File: src/rtl/result_writeback.sv
// Result writeback: snapshots the multiplier's MAC results on start and
// streams them to memory through an Avalon-MM style write master, one
// result per transfer in ascending index order, then pulses done.
module result_writeback #(
  parameter int unsigned NUM_RES = 8,
  parameter int unsigned RES_W   = 24,
  parameter int unsigned DATA_W  = 32,
  parameter int unsigned ADDR_W  = 32
) (
  input  logic              clk,
  input  logic              rst,
  input  logic              start,
  input  logic [ADDR_W-1:0] base_addr,
  input  logic [RES_W-1:0]  results [NUM_RES],
  output logic              busy,
  output logic              done,
  output logic [ADDR_W-1:0] mem_address,
  output logic              mem_write,
  output logic [DATA_W-1:0] mem_writedata,
  input  logic              mem_waitrequest
);

  localparam int unsigned IDX_W = (NUM_RES > 1) ? $clog2(NUM_RES) : 1;
  localparam logic [IDX_W-1:0] LAST_IDX = IDX_W'(NUM_RES - 1);

  typedef enum logic [1:0] {
    IDLE  = 2'd0,
    WRITE = 2'd1,
    DONE  = 2'd2
  } state_e;

  state_e              state_q;
  logic [IDX_W-1:0]    idx_q;
  logic [ADDR_W-1:0]   base_q;
  logic [RES_W-1:0]    snap_q [NUM_RES];
  logic                busy_q;
  logic                done_q;
  logic                mem_write_q;
  logic [ADDR_W-1:0]   mem_address_q;
  logic [DATA_W-1:0]   mem_writedata_q;

  logic [IDX_W-1:0]    idx_d;
  logic [ADDR_W-1:0]   addr_d;
  logic [DATA_W-1:0]   data_d;

  // Address and data of the transfer following the one currently presented.
  always_comb begin
    idx_d  = idx_q + IDX_W'(1);
    addr_d = base_q + (ADDR_W'(idx_d) << 2);
    data_d = DATA_W'(snap_q[idx_d]);
  end

  // Control FSM with registered bus outputs; held stable while stalled.
  always_ff @(posedge clk) begin
    if (rst) begin
      state_q         <= IDLE;
      idx_q           <= '0;
      base_q          <= '0;
      busy_q          <= 1'b0;
      done_q          <= 1'b0;
      mem_write_q     <= 1'b0;
      mem_address_q   <= '0;
      mem_writedata_q <= '0;
      for (int i = 0; i < int'(NUM_RES); i++) begin
        snap_q[i] <= '0;
      end
    end else begin
      case (state_q)
        IDLE: begin
          done_q <= 1'b0;
          if (start) begin
            snap_q          <= results;
            base_q          <= base_addr;
            idx_q           <= '0;
            busy_q          <= 1'b1;
            mem_write_q     <= 1'b1;
            mem_address_q   <= base_addr;
            mem_writedata_q <= DATA_W'(results[0]);
            state_q         <= WRITE;
          end
        end
        WRITE: begin
          if (!mem_waitrequest) begin
            if (idx_q == LAST_IDX) begin
              mem_write_q <= 1'b0;
              busy_q      <= 1'b0;
              done_q      <= 1'b1;
              state_q     <= DONE;
            end else begin
              idx_q           <= idx_d;
              mem_address_q   <= addr_d;
              mem_writedata_q <= data_d;
            end
          end
        end
        DONE: begin
          done_q  <= 1'b0;
          state_q <= IDLE;
        end
        default: begin
          state_q     <= IDLE;
          busy_q      <= 1'b0;
          done_q      <= 1'b0;
          mem_write_q <= 1'b0;
        end
      endcase
    end
  end

  assign busy          = busy_q;
  assign done          = done_q;
  assign mem_write     = mem_write_q;
  assign mem_address   = mem_address_q;
  assign mem_writedata = mem_writedata_q;

endmodule

File: config.mk
export PLATFORM = sky130hd
export DESIGN_NAME = result_writeback
export DESIGN_NICKNAME = d
export VERILOG_FILES = /design/src/rtl/result_writeback.sv
export SDC_FILE = /design/constraint.sdc
export NUM_CORES = 1
export LEC_CHECK = 0
export CORE_ASPECT_RATIO = 0.7
export CORE_MARGIN = 5
export CORE_UTILIZATION = 48
export DETAILED_ROUTE_END_ITERATION = 8
export PLACE_DENSITY = 0.78
export SKIP_CTS_REPAIR_TIMING = 1
export SLEW_MARGIN = 10
export SYNTH_ARGS = -nofsm -noshare
export SYNTH_HDL_FRONTEND = slang
export SYNTH_SLANG_ARGS = --single-unit
File: constraint.sdc
create_clock -name clk -period 5.8 [get_ports clk]
set_input_delay 0.87 -clock clk [delete_from_list [all_inputs] [get_ports clk]]
set_output_delay 0.87 -clock clk [all_outputs]
set_load 0.01 [all_outputs]
==> results of run 1 <==
==> kinds of logic after synthesis <==
logic type | share of synthesized area
muxes | 0.108
other | 0.000305
adders and majority gates | 0.00672
AOI/OAI and AO/OA | 0.168
buffers and inverters | 0.0457
DFF | 0.468
xor gates and xnor gates | 0.0135
and+or+nand+nor | 0.190
==> routing by layer <==
metal	global-route usage	vias to the layer above	routed length [microns]
met5	0	-	0
met4	0.0708	0	903
met3	0.0413	61	2640
met2	0.395	421	17300
met1	0.321	5324	15600
li1	-	5388	-
==> worst max-delay path by stage <==
| stage | slack [ps] | to | cells past startpoint |
|---|---|---|---|
| after global placement | 2070 | mem_address[29]$_SDFFE_PP0P_ | 6 |
| final | 2070 | mem_address[25]$_SDFFE_PP0P_ | 8 |
| after CTS | 2110 | mem_address[25]$_SDFFE_PP0P_ | 8 |
| after global routing | 1880 | mem_address[25]$_SDFFE_PP0P_ | 8 |
| after floorplan | 2540 | mem_address[30]$_SDFFE_PP0P_ | 11 |
| after detailed placement | 2060 | mem_address[29]$_SDFFE_PP0P_ | 6 |
==> placed cells by master (no fill, tap or decap), drive strengths merged, types with 5 or more instances in the layout <==
cell type,n
buf,10
nor2,20
a21boi,28
nand4,5
clkinv,5
o221ai,8
a221oi,6
nand2,482
o21ai,18
inv,10
mux4,48
ha,5
nor3,24
o22ai,28
a21oi,245
nand3,7
conb,8
xnor2,17
clkbuf,39
clkdlybuf4s50,285
mux2i,25
dfxtp,287
==> flip-flops by register name (all words and copies together), names as in the netlist <==
register / count
snap_q: 192
base_q: 32
mem_address: 32
mem_writedata: 24
idx_q: 3
state_q: 2
done: 1
mem_write: 1
==> synthesized netlist by cell type, drive strengths merged, types with 3 or more instances <==
cell type / instances / share of area
a211oi: 4 / 0.0024
a21boi: 28 / 0.017
a21oi: 245 / 0.10
a221oi: 6 / 0.0048
a311oi: 3 / 0.0021
and2: 3 / 0.0015
and4: 4 / 0.0030
buf: 28 / 0.013
clkbuf: 99 / 0.030
dfxtp: 287 / 0.47
ha: 5 / 0.0051
inv: 9 / 0.0027
mux2i: 25 / 0.020
mux4: 48 / 0.088
nand2: 482 / 0.15
nand3: 7 / 0.0029
nand3b: 4 / 0.0024
nand4: 5 / 0.0031
nor2: 20 / 0.0061
nor2b: 3 / 0.0015
nor3: 24 / 0.0098
nor4: 3 / 0.0027
o211ai: 4 / 0.0024
o21ai: 18 / 0.0073
o221ai: 8 / 0.0057
o22ai: 28 / 0.014
o41ai: 4 / 0.0029
or2: 3 / 0.0015
or3: 4 / 0.0020
xnor2: 17 / 0.012
==> layout make-up <==
class	count	area, sq um
clock inverter	12	146
multi-input combinational	1037	6040
sequential	287	5750
clock buffer	38	778
antenna	4	10.0
tap	331	414
inverter	9	33.8
fill	2101	9320
timing repair buffer	296	2950
==> power by group through the flow <==
stage / Sequential [mW] / Combinational, mW / Clock, mW
2_1_floorplan: 2.21 / 0.368 / 0
3_5_place_dp: 2.22 / 0.706 / 0
5_1_grt: 2.19 / 0.770 / 1.96
3_3_place_gp: 2.21 / 0.696 / 0
6_report: 2.18 / 0.708 / 1.84
4_1_cts: 2.18 / 0.710 / 1.87
==> worst max-delay path: stages, from the launching register on <==
cell	delay [ps]
dfxtp_4	350
ha_4	150
ha_2	970
ha_1	460
o211ai_1	170
or4_1	770
nor3_1	420
xnor2_1	180
o22ai_1	100
==> metrics.txt, run 1 <==
Max VDD drop=0.235 mV; final hold slack=451 ps; initial core utilization=0.483; Die W=201 microns; total chip power=4.73 mW; Slew Limit Fails=0; Arrival @ worst endpoint=4120 ps; crit path from=idx_q[0]$_SDFFE_PP0P_; Final Hold Vio Count=0; run status=finished, final reports clean; worst skew pair latency=530 ps; critical path class=reg -> reg; hold path depth=2; setup TNS=0 ps; CP Launch Type=flop; Post-Place Cells=1960; Worst-path clk slew=70 ps; number of global-route vias before repair=10700; Final Cell Area=16100 sq um; Int Pwr=3.53 mW; CP endpoint kind=flop; vias per cell=5.56; Worst Max-Slew Pin Slew=1220 ps; Residual DRC=0; Switch Pwr=1.20 mW; CTS max path bufs=3; pwr dens=293 nW/um^2; CTS root buf=clkbuf_16; Area Overhead vs Synth=31.2%; post-route setup slack=2070 ps; final setup violating endpoints=0; Post-synth EDFFs=0; Post-DP Area=15200 sq um; worst slack at placement=2060 ps; largest net degree at the start of global routing=226; clock sinks=287; Mean Syn Cell Area=8.46 sq um; CTS tree=built; reg2reg start=idx_q[0]$_SDFFE_PP0P_; Ports=295; DIE AREA=29000 sq um; Cells after Synth=1453; WP data required=6190 ps; Routed WL per cell=18.1 microns; max_cap viols=0; Final GP Congestion=0.860; HPWL Detailed=24100 microns; grt total ovfl=0; capturing point of the worst reg2reg path=mem_address[25]$_SDFFE_PP0P_; row cnt=49; first-pass GRT wire length=56400 microns; via count=11200; # port buffers=286; Post-Syn Area=12300 sq um; floorplan core area=25400 sq um; Net Sw Frac=0.254; DR pass1 iterations=5; WHS Endpoint=snap_q[178]$_SDFFE_PP0P_; fmax=268 MHz; DRT Wirelength=36400 microns; Reg2Reg Setup Slack=2070 ps; Worst Hold Launch=snap_q[178]$_SDFFE_PP0P_; combinational power share=0.150; post-synth cell types=56; Post-Route Skew=5.85 ps; Clk pwr share=0.389; flip-flop and latch count after synthesis=287; total CTS buffers=27; Final Instance Count excl. Fillers=2014; final cycle utilization of the critical path=0.643; RSZ-0062 raised after global routing=false; initial antenna violation count=4; Slew Limit Headroom=0.188; Sequential Power Share=0.461; worst-path maximum fanout=26; utilization after layout=0.634; Ys Warns=0; Lkg Pwr=5.70 nW; total track usage=0.237; Initial DRC Count=791; die height=144 microns; Nets=1892; worst hold-check path type=reg -> reg; Seq/Total Area, Yosys=0.468; r2r worst-path depth=8; Tmin final=3730 ps; top_reg_cell synth=dfxtp_1; H-tree depth=1; asr flop ratio synth=0; remaining antenna violation count=0; share of cells above drive strength 1=0.0715
Power figures use the tool's default switching activity.
==> inputs of run 2 (changes only) <==
CORE_UTILIZATION = 45   (was 48)
PLACE_DENSITY = 0.76   (was 0.78)
clock period = 3.1 ns   (was 5.8 ns; I/O delays follow)
==> run 2 against run 1 <==
Clock power is 110% higher; combinational power up 91%; clock-buffer cell count shrank 7; die area grew 6.3%; total power grew 96%; non-clock buffer count is 11 higher; sequential share of layout area shrank 0.67 points; fmax increased by 27%; via count up 1.2%; setup slack worse by 1900 ps.
==> metrics.txt, run 2 (same netlist as run 1, synthesis figures left out) <==
Largest register FFs=192 (unchanged); CTS root buf=clkbuf_16; Ports=295 (unchanged); Final GP Congestion=0.894 (+3.9%); Final Instance Count excl. Fillers=2059 (+2.2%); total chip power=9.24 mW (+96%); Worst-path clk slew=70 ps (about the same); vias per cell=5.50 (-1.0%); setup TNS=0 ps (unchanged); Critical Path Most Common Cell=nor3_1; remaining antenna violation count=0 (unchanged); Top reg by flops=snap_q; DIE AREA=30800 sq um (+6.3%); Slew Limit Headroom=0.342 (+0.154); DR pass1 iterations=5 (unchanged); Lkg Pwr=5.83 nW (+2.4%); via count=11300 (+1.2%); critical path class=reg -> reg; most frequent cells in the layout=482 x nand2_1, 286 x dfxtp_1, 285 x clkdlybuf4s50_1, 245 x a21oi_1, 48 x mux4_2; worst skew pair latency=540 ps (about the same); initial antenna violation count=9 (+5); final cycle utilization of the critical path=0.947 (+0.303); row cnt=50 (+2.0%); Die W=208 microns (+3.1%); Slowest cell on crit path=or4_1; total CTS buffers=28 (+3.7%); HPWL Detailed=25000 microns (+3.4%); worst hold-check path type=in -> reg; # port buffers=286 (unchanged); CP endpoint kind=flop; Area Overhead vs Synth=33.7%; WP data required=3550 ps (-2640 ps); total track usage=0.228 (-0.00878); CTS max path bufs=3 (unchanged); Routed WL per cell=18.1 microns (+0.27%); metal2 WL=17700 microns (+2.5%); RSZ-0062 raised after global routing=false; pwr dens=562 nW/um^2 (+92%); H-tree depth=1 (unchanged); grt total ovfl=0 (unchanged); met1 WL=15800 microns (+1.5%); max incr delay on CP=780 ps (-190 ps); Max VDD drop=0.402 mV (+71%); max_cap viols=0 (unchanged); Tmin final=2930 ps (-797 ps); commonest non-fill, non-tap cell in the layout=nand2_1; crit path cell chain=ha_4, ha_2, ha_1, o211ai_1, or4_1, nor3_1, a21oi_1, nor3_1; run status=finished, final reports clean; largest net degree at the start of global routing=161 (-29%); die height=148 microns (+3.1%); DRT Wirelength=37300 microns (+2.5%); post-route setup slack=165 ps (-1900 ps); Initial DRC Count=800 (+1.1%); Post-Route Skew=15.6 ps (+9.75 ps); first-pass GRT wire length=58500 microns (+3.7%); CTS tree=built; Worst Max-Slew Pin Slew=987 ps (-231 ps); Post-Place Cells=2004 (+2.2%); Arrival @ worst endpoint=3390 ps (-730 ps); CP Launch Type=flop; top layer in use=met5; Nets=1904 (+0.63%); Residual DRC=0 (unchanged); clock sinks=287 (unchanged); worst-path maximum fanout=10 (-62%); worst slack at placement=227 ps (-1830 ps); final setup violating endpoints=0 (unchanged); metal3 WL=2580 microns (-2.3%); Slew Limit Fails=0 (unchanged); floorplan core area=26800 sq um (+5.5%); initial core utilization=0.458 (-0.0251); number of global-route vias before repair=11100 (+3.0%); fmax=341 MHz (+27%); Final Hold Vio Count=0 (unchanged); share of cells above drive strength 1=0.0811 (+0.00959)
-- run 2: worst max-delay path, delay by kind of cell, from the launching register on --
kind	cells	cell delay, ps
and+or+nand+nor	3	1400
AOI/OAI and AO/OA	2	320
DFF	1	390
adders and majority gates	3	750
-- run 2: layer usage --
metal	up-vias	GRT usage
met5	-	0
met4	8	0.0793
met3	79	0.0449
met2	421	0.378
met1	5396	0.302
li1	5426	-
-- run 2: area by class of cell --
| type | count | area [sq um] |
|---|---|---|
| well taps | 364 | 455 |
| clock inverters | 19 | 293 |
| inverters | 9 | 33.8 |
| fillers | 2256 | 10400 |
| multi-input cells | 1037 | 6040 |
| flip-flops and latches | 287 | 5750 |
| repair buffers | 307 | 3100 |
| diodes | 5 | 12.5 |
| clock buffers | 31 | 753 |
-- run 2: path summary, 6_finish.rpt --
kind,cells past startpoint,slack [ps],start,endpoint
setup / recovery,8,170,idx_q[1]$_SDFFE_PP0P_,mem_address[29]$_SDFFE_PP0P_
hold / removal,2,410,rst,base_q[20]$_SDFFE_PP0P_
setup reg to reg,8,170,idx_q[1]$_SDFFE_PP0P_,mem_address[29]$_SDFFE_PP0P_
hold reg to reg,2,450,snap_q[2]$_SDFFE_PP0P_,snap_q[2]$_SDFFE_PP0P_
-- run 2: stage by stage --
| step | util | cell area [sq um] | hold WS, ps |
|---|---|---|---|
| final | 0.612 | 16400 | 412 |
| after floorplan | - | 12300 | 433 |
| after CTS | 0.612 | 16400 | 399 |
| after global placement | 0.573 | 15400 | 439 |
| after global routing | 0.612 | 16400 | 426 |
| after detailed placement | 0.573 | 15400 | 444 |
-- run 2: power by group --
part | switching (mW) | internal, mW
logic | 0.661 | 0.684
registers | 0.148 | 3.93
clock network | 1.48 | 2.34
total | 2.29 | 6.95
==> inputs of run 3 (changes only) <==
SLEW_MARGIN = unset   (was 10)
==> results of run 3 <==
No change in the layout: final DEF, timing and power equal those of run 2.
